## config.mk

```make
export PLATFORM = sky130hd
export DESIGN_NAME = shared_adder_arbiter
export DESIGN_NICKNAME = d
export VERILOG_FILES = /design/src/rtl/shared_adder_pkg.sv /design/src/rtl/adder.sv /design/src/rtl/rr_arbiter.sv /design/src/rtl/shared_adder_arbiter.sv
export SDC_FILE = /design/constraint.sdc
export NUM_CORES = 1
export LEC_CHECK = 0
export CAP_MARGIN = 25
export CORE_ASPECT_RATIO = 0.7
export CORE_UTILIZATION = 45
export CTS_CLUSTER_SIZE = 20
export DETAILED_ROUTE_END_ITERATION = 8
export GPL_ROUTABILITY_DRIVEN = 1
export PLACE_DENSITY = 0.84
export SYNTH_ARGS = -nofsm -noshare
export SYNTH_HDL_FRONTEND = slang
export SYNTH_SLANG_ARGS = --single-unit
export TNS_END_PERCENT = 5
```

## constraint.sdc

```tcl
create_clock -name clk -period 3.9 [get_ports clk]
set_input_delay 0.78 -clock clk [delete_from_list [all_inputs] [get_ports clk]]
set_output_delay 0.78 -clock clk [all_outputs]
set_load 0.05 [all_outputs]
```

## src/rtl/shared_adder_pkg.sv

```systemverilog
// Shared types and helpers for the tug-of-war shared adder arbiter.
package shared_adder_pkg;

  typedef enum logic [0:0] {S_IDLE, S_HOLD} state_t;

  function automatic int unsigned id_width(int unsigned n);
    return (n > 1) ? $clog2(n) : 1;
  endfunction

endpackage

```

## src/rtl/adder.sv

```systemverilog
// Plain combinational unsigned adder.
module adder #(
  parameter int unsigned WIDTH = 8
) (
  input  logic [WIDTH-1:0] a,
  input  logic [WIDTH-1:0] b,
  output logic [WIDTH-1:0] sum
);

  assign sum = a + b;

endmodule

```

## src/rtl/rr_arbiter.sv

```systemverilog
// Combinational rotate-priority arbiter: first set req bit searching from ptr+1 mod N.
module rr_arbiter #(
  parameter int unsigned N   = 2,
  parameter int unsigned IdW = 1
) (
  input  logic [N-1:0]   req,
  input  logic [IdW-1:0] ptr,
  output logic [N-1:0]   gnt,
  output logic [IdW-1:0] idx,
  output logic           any
);

  logic [IdW-1:0] target;

  always_comb begin
    gnt    = '0;
    idx    = '0;
    any    = 1'b0;
    target = '0;
    // Offsets 1..N walk every requester once, ending on ptr itself.
    for (int j = 1; j <= int'(N); j++) begin
      target = IdW'((32'(ptr) + 32'(j)) % N);
      for (int i = 0; i < int'(N); i++) begin
        if (!any && req[i] && (target == IdW'(i))) begin
          any    = 1'b1;
          gnt[i] = 1'b1;
          idx    = IdW'(i);
        end
      end
    end
  end

endmodule

```

## src/rtl/shared_adder_arbiter.sv

```systemverilog
// Round-robin shared WIDTH-bit adder with tagged, registered results.
// Optional SATURATE_EN: clamp rsp_sum to all ones on carry-out.
module shared_adder_arbiter
  import shared_adder_pkg::*;
#(
  parameter int unsigned WIDTH = 10,
  parameter int unsigned N_REQ = 2,
  localparam int unsigned ID_W = id_width(N_REQ)
) (
  input  logic                   clk,
  input  logic                   reset,
  input  logic [N_REQ-1:0]       req_valid,
  input  logic [N_REQ*WIDTH-1:0] req_a,
  input  logic [N_REQ*WIDTH-1:0] req_b,
  output logic [N_REQ-1:0]       req_ready,
  output logic                   rsp_valid,
  output logic [ID_W-1:0]        rsp_id,
  output logic [WIDTH-1:0]       rsp_sum,
  output logic                   rsp_carry,
  input  logic                   rsp_ready
);

  state_t           state_q, state_d;
  logic [WIDTH-1:0] a_q, b_q;
  logic [ID_W-1:0]  id_q, ptr_q;

  logic [N_REQ-1:0] gnt;
  logic [ID_W-1:0]  gnt_idx;
  logic             any_req, can_accept, xfer;
  logic [WIDTH-1:0] win_a, win_b;
  logic [WIDTH:0]   full_sum;

  rr_arbiter #(
    .N   (N_REQ),
    .IdW (ID_W)
  ) u_arb (
    .req (req_valid),
    .ptr (ptr_q),
    .gnt (gnt),
    .idx (gnt_idx),
    .any (any_req)
  );

  // A held result frees the operand registers in the same cycle it retires.
  assign can_accept = (state_q == S_IDLE) | rsp_ready;
  assign xfer       = any_req & can_accept & ~reset;
  assign req_ready  = xfer ? gnt : '0;

  always_comb begin
    win_a = '0;
    win_b = '0;
    for (int i = 0; i < int'(N_REQ); i++) begin
      if (gnt[i]) begin
        win_a = req_a[i*WIDTH +: WIDTH];
        win_b = req_b[i*WIDTH +: WIDTH];
      end
    end
  end

  always_comb begin
    state_d = state_q;
    if (xfer) begin
      state_d = S_HOLD;
    end else if (state_q == S_HOLD && rsp_ready) begin
      state_d = S_IDLE;
    end
  end

  always_ff @(posedge clk or posedge reset) begin
    if (reset) begin
      state_q <= S_IDLE;
      a_q     <= '0;
      b_q     <= '0;
      id_q    <= '0;
      ptr_q   <= ID_W'(N_REQ - 1);
    end else begin
      state_q <= state_d;
      if (xfer) begin
        a_q   <= win_a;
        b_q   <= win_b;
        id_q  <= gnt_idx;
        ptr_q <= gnt_idx;
      end
    end
  end

  adder #(
    .WIDTH (WIDTH + 1)
  ) u_add (
    .a   ({1'b0, a_q}),
    .b   ({1'b0, b_q}),
    .sum (full_sum)
  );

  assign rsp_valid = (state_q == S_HOLD);
  assign rsp_id    = id_q;
  assign rsp_carry = full_sum[WIDTH];
`ifdef SATURATE_EN
  assign rsp_sum   = full_sum[WIDTH] ? '1 : full_sum[WIDTH-1:0];
`else
  assign rsp_sum   = full_sum[WIDTH-1:0];
`endif

endmodule

```

==> impl_metrics.ini <==
[finish]
fin_nets = 251
drive_above_1_share_pct = 6.70
syn_to_final_growth_pct = 47.3
diodes = 0
fin_area_sq_um = 2080

[power]
peakVddDrop_mv = 0.340
leakagePower_uw = 0.00103
p_per_area_nw_per_um2 = 548

[global_route]
track_usage_pct = 25.6
grt_pass1_wl_mm = 6.29
grt_overflow = 0
antenna_found_initial = 0
grt_pass1_vias = 1380
grt_max_degree = 24

[clock_tree]
cts-root-buf = clkbuf_8
cts_tree = built
path_clk_slew_ns = 0.09
cts-htree-levels = 1
numCtsBuffers = 3
postCtsHoldBufs = 0
worst_skew_pair.late_latency_ns = 0.27
cts_resized = 0
postCtsSetupBuffers = 0
cts_sinks = 23
clock_path_buffers = 2

[yosys]
syn_inst = 135
synth_edf_count = 0
synth_top_area_share_pct = 39.1
synth_most_common_cell = inv_1
postSynthAreaPerCell_sq_um = 10.4
synth_common_cells = inv_1 (26), dfrtp_1 (22), a222oi_1 (20)
synth.distinct_cells = 28
synthTopCellsByArea = dfrtp_1 (39%), a222oi_1 (14%), ha_1 (8.9%)
syn_area_sq_um = 1410
yosys_warnings = 0
ys_seq_area_share_pct = 40.9
synth_area_leader_cell = dfrtp_1
synth-seq-cells = 23
synth_ff_type = dfrtp_1
synth_fp_nets = 191
synthArstFlopShare_pct = 100

[worst_setup_path]
cp_cell_sequence = ha_1 > inv_1 > fa_1 > nor2b_1 > o21a_1 > a31o_1 > nor2_1 > o21ai_0 > clkdlybuf4s50_1
slowest_delay_ns = 0.85
critPathLaunchType = register
worstPathRequired_ns = 3.12
critical_path_class = register to output port
r2r_end = b_q[9]$_DFFE_PP0P_
crit_start = a_q[0]$_DFFE_PP0P_
crit_slowest_cell = clkdlybuf4s50_1
cp_max_fo = 2
reg2reg_depth = 6
ff2ff_setup_slack_ns = 1.97
r2r_start = rsp_valid$_DFFE_PP0P_
crit_path_end_kind = output port
worst_ep_arrival_time_ns = 2.90

[placed_design]
io_buffers = 59
place_area_sq_um = 2030
place.gp.congestion = 0.837
dp_hpwl_mm = 2.93

[routing]
wl_per_cell_microns = 17.0
drt_wl_total_mm = 3.92
vias_per_cell = 5.79
first_iter_violations = 146
drt_first_pass_iters = 8
ant_nets = 0
vias = 1331
drc = 0

[sta]
rsz0062_at_grt = no
drv_slew = 0
fin_skew_ns = 0.00471
timing.slew.headroom_pct = 42.4
finalCritPeriodShare_pct = 94.5
worstMarginPinSlew_ns = 0.864
setup_violations = 0
final_hold_viol_count = 0
min_period_ns = 3.68
clock.fmax_ghz = 0.271
setup_tns_ns = 0

[floorplanning]
coreArea_sq_um = 2880
die_area_sq_um = 3360
rows = 16
die_w_microns = 68.9
pin_count = 60
start_util_pct = 48.9
fp.dieH_microns = 48.8

[worst_hold_path]
hold_depth = 1
hold_end = rsp_id$_DFFE_PP0P_
hold_start = rsp_id$_DFFE_PP0P_
min_path_type = register to register

[run]
cap_violations = 0

[run_status]
run_status = complete, no violations
[worst max-delay path: cells and delay by family, from the launching register on]
| kind | cells | cell delay (ns) |
|---|---|---|
| adder cells (fa/ha/maj) | 2 | 0.58 |
| buffers and inverters | 2 | 0.90 |
| flip-flops | 1 | 0.36 |
| AND/OR/NAND/NOR | 2 | 0.23 |
| AO/OA/AOI/OAI | 3 | 0.56 |
[stage by stage]
stage | hold WS, ns | instances | total power (uW) | util, % | setup slack (ns)
6_report | 0.498 | 230 | 1140 | 72.0 | 0.216
4_1_cts | 0.505 | 230 | 1140 | 72.0 | 0.222
2_1_floorplan | 0.461 | 135 | 758 | - | 0.626
3_5_place_dp | 0.480 | 226 | 978 | 70.3 | 0.535
5_1_grt | 0.543 | 230 | 1190 | 72.0 | 0.0401
3_3_place_gp | 0.464 | 226 | 958 | 70.3 | 0.601
[layout make-up]
type                       count  area [sq um]
sequential                    23           577
clock inverter                 1          7.51
inverter                      26          97.6
fill                         214           807
clock buffer                   3          41.3
multi-input combinational     79           674
tap                           36          45.0
timing repair buffer          62           633
[metal layers]
metal	GRT usage, %	part of all wire, %
met1	30.6	42
met2	44.3	48
met3	7.01	8.7
met4	6.80	1.4
met5	0	0
[how the worst max path moves through the flow]
stage               cells after the start  slack [ns]    endpoint
global placement                        7        0.60  rsp_sum[9]
detailed placement                      9        0.54  rsp_sum[8]
CTS                                     9        0.22  rsp_sum[8]
floorplan                               8        0.63   rsp_carry
finish                                  9        0.22   rsp_carry
global route                            9        0.04  rsp_sum[8]
[kinds of logic (layout without fill, tap and decap cells)]
group | after synthesis | after routing | share of synthesized area [%]
AOI/OAI and AO/OA | 43 | 43 | 26.2
DFF | 23 | 23 | 40.9
buffers and inverters | 33 | 92 | 11.2
and+or+nand+nor | 17 | 17 | 6.39
adders and majority gates | 11 | 11 | 10.3
xor gates and xnor gates | 8 | 8 | 4.97
[registers in the layout, indices dropped and copies added (netlist names)]
register   count
rsp_valid      1
a_q           10
ptr_q          1
b_q           10
rsp_id         1
[where the power goes]
part	internal, uW	total, uW	switching, uW
Combinational	263	668	405
Sequential	282	313	30.4
Clock	72.5	158	85.0
[placed cells by master, fill, tap and decap left out]
cell type and count:
clkinvlp_4 1, dfstp_2 1, nand2_1 3, or2_2 1, a211oi_4 1, and2_1 1
a31o_1 1, fa_1 1, nor2_1 3, xor2_1 2, inv_1 26, ha_1 10
buf_12 2, a21o_1 5, a21oi_1 6, dfrtp_1 22, xnor2_1 6, nand2b_1 4
a211oi_1 1, o21a_1 2, a31oi_1 1, o21ai_0 4, nor2b_1 1, nor3_1 1
a222oi_1 20, o41ai_2 1, buf_4 3, and3_1 3, clkbuf_8 3, o21bai_1 1
clkdlybuf4s50_1 57
(Power assumes the default switching activity.)
